[config.mk]
export PLATFORM = sky130hd
export DESIGN_NAME = turn_sequencer
export DESIGN_NICKNAME = d
export VERILOG_FILES = /design/src/rtl/turn_sequencer.sv
export SDC_FILE = /design/constraint.sdc
export NUM_CORES = 1
export LEC_CHECK = 0
export BUFFER_PORTS_ARGS = -buffer_cell sky130_fd_sc_hd__buf_2
export CORE_MARGIN = 2
export CORE_UTILIZATION = 45
export CTS_CLUSTER_DIAMETER = 80
export CTS_CLUSTER_SIZE = 40
export DETAILED_ROUTE_END_ITERATION = 12
export MAX_ROUTING_LAYER = met4
export PLACE_DENSITY = 0.69
export SLEW_MARGIN = 0
export SYNTH_ARGS = -nofsm -noshare
export SYNTH_HDL_FRONTEND = slang
export SYNTH_SLANG_ARGS = --single-unit
[constraint.sdc]
create_clock -name clk -period 6.5 [get_ports clk]
set_clock_uncertainty 0.1 [all_clocks]
set_input_delay 0.65 -clock clk [delete_from_list [all_inputs] [get_ports clk]]
set_output_delay 0.65 -clock clk [all_outputs]
set_load 0.03 [all_outputs]
[src/rtl/turn_sequencer.sv]
// Per-turn control FSM: flip -> timed reveal -> judge -> move (same player) or next turn.
// Optional idle-flip timeout is enabled by defining TURN_TIMEOUT_EN.
module turn_sequencer #(
   parameter int unsigned REVEAL_CYCLES  = 50_000_000,
   parameter int unsigned TIMEOUT_CYCLES = 500_000_000
) (
   input  logic       clk,
   input  logic       rst,
   input  logic       start,
   input  logic       flip,
   input  logic [3:0] tile_id,
   input  logic [3:0] target_id,
   input  logic       win,
   output logic [2:0] state,
   output logic       reveal,
   output logic       advance,
   output logic       statecombo_next_turn,
   output logic [3:0] streak,
   output logic       game_over
);

   typedef enum logic [2:0] {
      IDLE      = 3'b000,
      WAIT_FLIP = 3'b001,
      REVEAL    = 3'b010,
      JUDGE     = 3'b011,
      MOVE      = 3'b100,
      NEXT      = 3'b101,
      DONE      = 3'b110,
      SETTLE    = 3'b111
   } state_t;

   localparam logic [31:0] REVEAL_LOAD  = 32'(REVEAL_CYCLES - 1);
   localparam logic [31:0] TIMEOUT_LOAD = 32'(TIMEOUT_CYCLES - 1);

   state_t      state_q;
   logic [3:0]  tile_q;
   logic [31:0] timer;

   // The timer is reloaded with the timeout value on every WAIT_FLIP entry;
   // it only matters when the timeout feature is built in.
   always_ff @(posedge clk) begin
      if (rst) begin
         state_q <= IDLE;
         tile_q  <= 4'd0;
         timer   <= 32'd0;
         streak  <= 4'd0;
      end else begin
         case (state_q)
            IDLE: begin
               if (start) begin
                  state_q <= WAIT_FLIP;
                  streak  <= 4'd0;
                  timer   <= TIMEOUT_LOAD;
               end
            end
            WAIT_FLIP: begin
               if (flip) begin
                  state_q <= REVEAL;
                  tile_q  <= tile_id;
                  timer   <= REVEAL_LOAD;
               end
`ifdef TURN_TIMEOUT_EN
               else if (timer == 32'd0) begin
                  state_q <= NEXT;
                  streak  <= 4'd0;
               end else begin
                  timer <= timer - 32'd1;
               end
`endif
            end
            REVEAL: begin
               if (timer == 32'd0) begin
                  state_q <= JUDGE;
               end else begin
                  timer <= timer - 32'd1;
               end
            end
            JUDGE: begin
               if (tile_q == target_id) begin
                  state_q <= MOVE;
               end else begin
                  state_q <= NEXT;
                  streak  <= 4'd0;
               end
            end
            MOVE: begin
               state_q <= SETTLE;
               if (streak != 4'hF) begin
                  streak <= streak + 4'd1;
               end
            end
            SETTLE: begin
               if (win) begin
                  state_q <= DONE;
               end else begin
                  state_q <= WAIT_FLIP;
                  timer   <= TIMEOUT_LOAD;
               end
            end
            NEXT: begin
               state_q <= WAIT_FLIP;
               timer   <= TIMEOUT_LOAD;
            end
            DONE: begin
               if (start) begin
                  state_q <= IDLE;
               end
            end
            default: state_q <= IDLE;
         endcase
      end
   end

   assign state                = state_q;
   assign reveal               = (state_q == REVEAL);
   assign advance              = (state_q == MOVE);
   assign statecombo_next_turn = (state_q == NEXT);
   assign game_over            = (state_q == DONE);

endmodule

==> run metrics <==
status complete, no violations; synthesized flop and latch total 43; Place WS 3.66 ns; Crit. End Element flop; EDFF count, synth 0; PD cells 436 mW/mm^2; Pwr Total 1.29 mW; Min Hold Slack 0.377 ns; kind of start point of the critical path flop; Critical Path Fanout Max 18; Initial DRC Count 274; die width roughly 80 um; vias in the first global route 2400; largest net degree at the start of global routing 37; mux cell area share after synthesis 2.20%; worst min path class reg2reg; Via Count 2787; clock tree buffer depth 2; routability cong. 0.931; Sw Share 48.4%; synth warn 0; Hold Path Stages 2; Antenna diodes 0; Starting Density 46.4%; Final Critical Period 2.98 ns; Post-Route WL 7410 um; area post-placement 0.00286 mm^2; initial antenna violation count 0; post-CTS setup buffer count 0; Compound-Gate Fraction of Synth Area approximately 27%; TritonRoute pass-1 iters 7; period utilisation layout 45.8%; share of post-route cells with drive strength above 1 14.1%; static leakage 1.03 nW; core area 0.00589 mm^2; Post-Syn Instances 336; Max Clock Freq 0.336 GHz; Arr. time, crit path 3.08 ns; Ports 24; Comb power frac 50.7%; Synth async-reset ratio 0%; ys flop type dfxtp_1; Post-Synth Adder-Cell Area 1.28%; Synth Area in Simple Gates 31.1%; Cell Rows 28; clock share of power 13.9%; synthesized area per cell 8.13 um^2; Mapped Nets approximately 350; most common cell after layout, fill and taps aside dfxtp_1; synth unique cells 63; TritonCTS sink count 43; worst skew pair latency 0.30 ns; RSZ-0062 raised after global routing no; total global routing overflow 0; placed cell count about 420; GRT Overall Usage approximately a quarter; MaxCap Viol Count 0; Max-slew headroom 52.3%; CTS Hold Buffers Added 0; Area contributors post-synth dfxtp_1, o31ai_1, a21oi_1; post-layout util ~50%; DRT antenna net count 0; Synth Area in XOR/XNOR 1.60%; drt via density 6.60; largest family of logic cells by synthesized area simple AND/OR/NAND/NOR gates; setup violators final 0; register area share after synthesis 31.5%; post-synth top area share 31.5%; Internal 663 uW; Num CTS Buffers 5; CTS tree yes; area delta synth->final 8.02%; Slew Limit Fails 0; clk root buf clkbuf_8; DP HPWL 5100 um; Seq pwr share 35.4%; first-pass GRT wire length 12000 um; Finished Layout Cells 422; Worst Reg2Reg Path Length in Cells 7; drt wl/cell 17.5 um; Worst-path clk slew 0.08 ns; VDD IR max 200 uV; most frequent cells in the layout dfxtp_1, nor2_1, buf_2, nand2_1, a21oi_1; post-CTS resize count 0; Final WS setup 3.52 ns; Post-Syn Area 0.00273 mm^2; H-tree depth 2; Setup TNS Final 0 ns; Least-Margin Pin Slew just over 0.7 ns; Yosys top cell by area dfxtp_1; WP data required 6.60 ns; final net count 362; Crit Path Category reg2reg; post-route design area 0.00295 mm^2; Residual DRC 0; total die area 0.00671 mm^2; Die Span Y about 82 um; P_sw 622 uW; final hold violations 0; Port-buffer cells 23
## layer usage
| layer | GRT usage, % | share of wire [%] | vias up |
|---|---|---|---|
| met5 | - | 0 | - |
| met4 | 8.00 | 2.1 | 0 |
| li1 | - | - | 1340 |
| met3 | 4.29 | 7.3 | 18 |
| met1 | 34.7 | 47 | 1308 |
| met2 | 32.8 | 43 | 121 |
## path summary, 6_finish.rpt
kind / startpoint / endpoint / slack (ns)
worst max-delay path: state[0] / timer[20] / 3.52
worst min-delay path: timer[31] / timer[31] / 0.38
worst max register to register: state[0] / timer[20] / 3.52
worst min register to register: timer[31] / timer[31] / 0.38
## final cells by class
class | instances | area [um^2]
fill | 596 | 2940
multi-input combinational | 261 | 1740
sequential | 43 | 861
timing repair buffer | 25 | 130
tap | 75 | 93.8
clock buffer | 6 | 82.6
inverter | 11 | 41.3
clock inverter | 1 | 5.00
## Yosys cell counts, types with 3 or more instances
cell      instances
o32ai_1           3
a311oi_1          3
o31a_1            5
nor4_1           10
and4_1            6
a21oi_1          22
nand3_1          12
nor3_1           19
or4_1             9
dfxtp_1          43
o21a_1            3
or3_1             9
o21ai_0          10
a21boi_0          3
nand2_1          22
mux2i_1           6
buf_2             7
clkbuf_1         11
o31ai_1          16
inv_1            10
nor2_1           23
o311ai_0          4
nand2b_1          6
nand4_1           4
xnor2_1           4
a211oi_1          3
a31oi_1          16
o41ai_1           4
## sequential cells by signal, indices dropped and copies added (netlist names)
name and count:
timer 32, tile_q 4, state 3, streak 4
## cell families (layout without fill, tap and decap cells)
group / after synthesis / count (layout)
and+or+nand+nor: 141 / 141
AOI/OAI and AO/OA: 106 / 106
DFF: 43 / 43
buffers and inverters: 32 / 43
muxes: 6 / 6
xor gates and xnor gates: 5 / 5
adders and majority gates: 3 / 3
## power by group through the flow
stage	Clock, mW	Combinational, mW	Sequential (mW)
6_report	0.179	0.651	0.455
5_1_grt	0.191	0.717	0.470
4_1_cts	0.182	0.640	0.451
3_5_place_dp	0	0.637	0.457
3_3_place_gp	0	0.633	0.456
2_1_floorplan	0	0.499	0.431
## worst max-delay path, cell delays in order, from the launching register on
cell and delay (ns):
dfxtp_1 0.64, and2b_1 0.29, nand2_1 0.48, inv_2 0.20, nand2_1 0.14, or3_1 0.45, nand3_1 0.29, o32ai_1 0.30
Note: power is estimated with default switching activity, not from simulation.
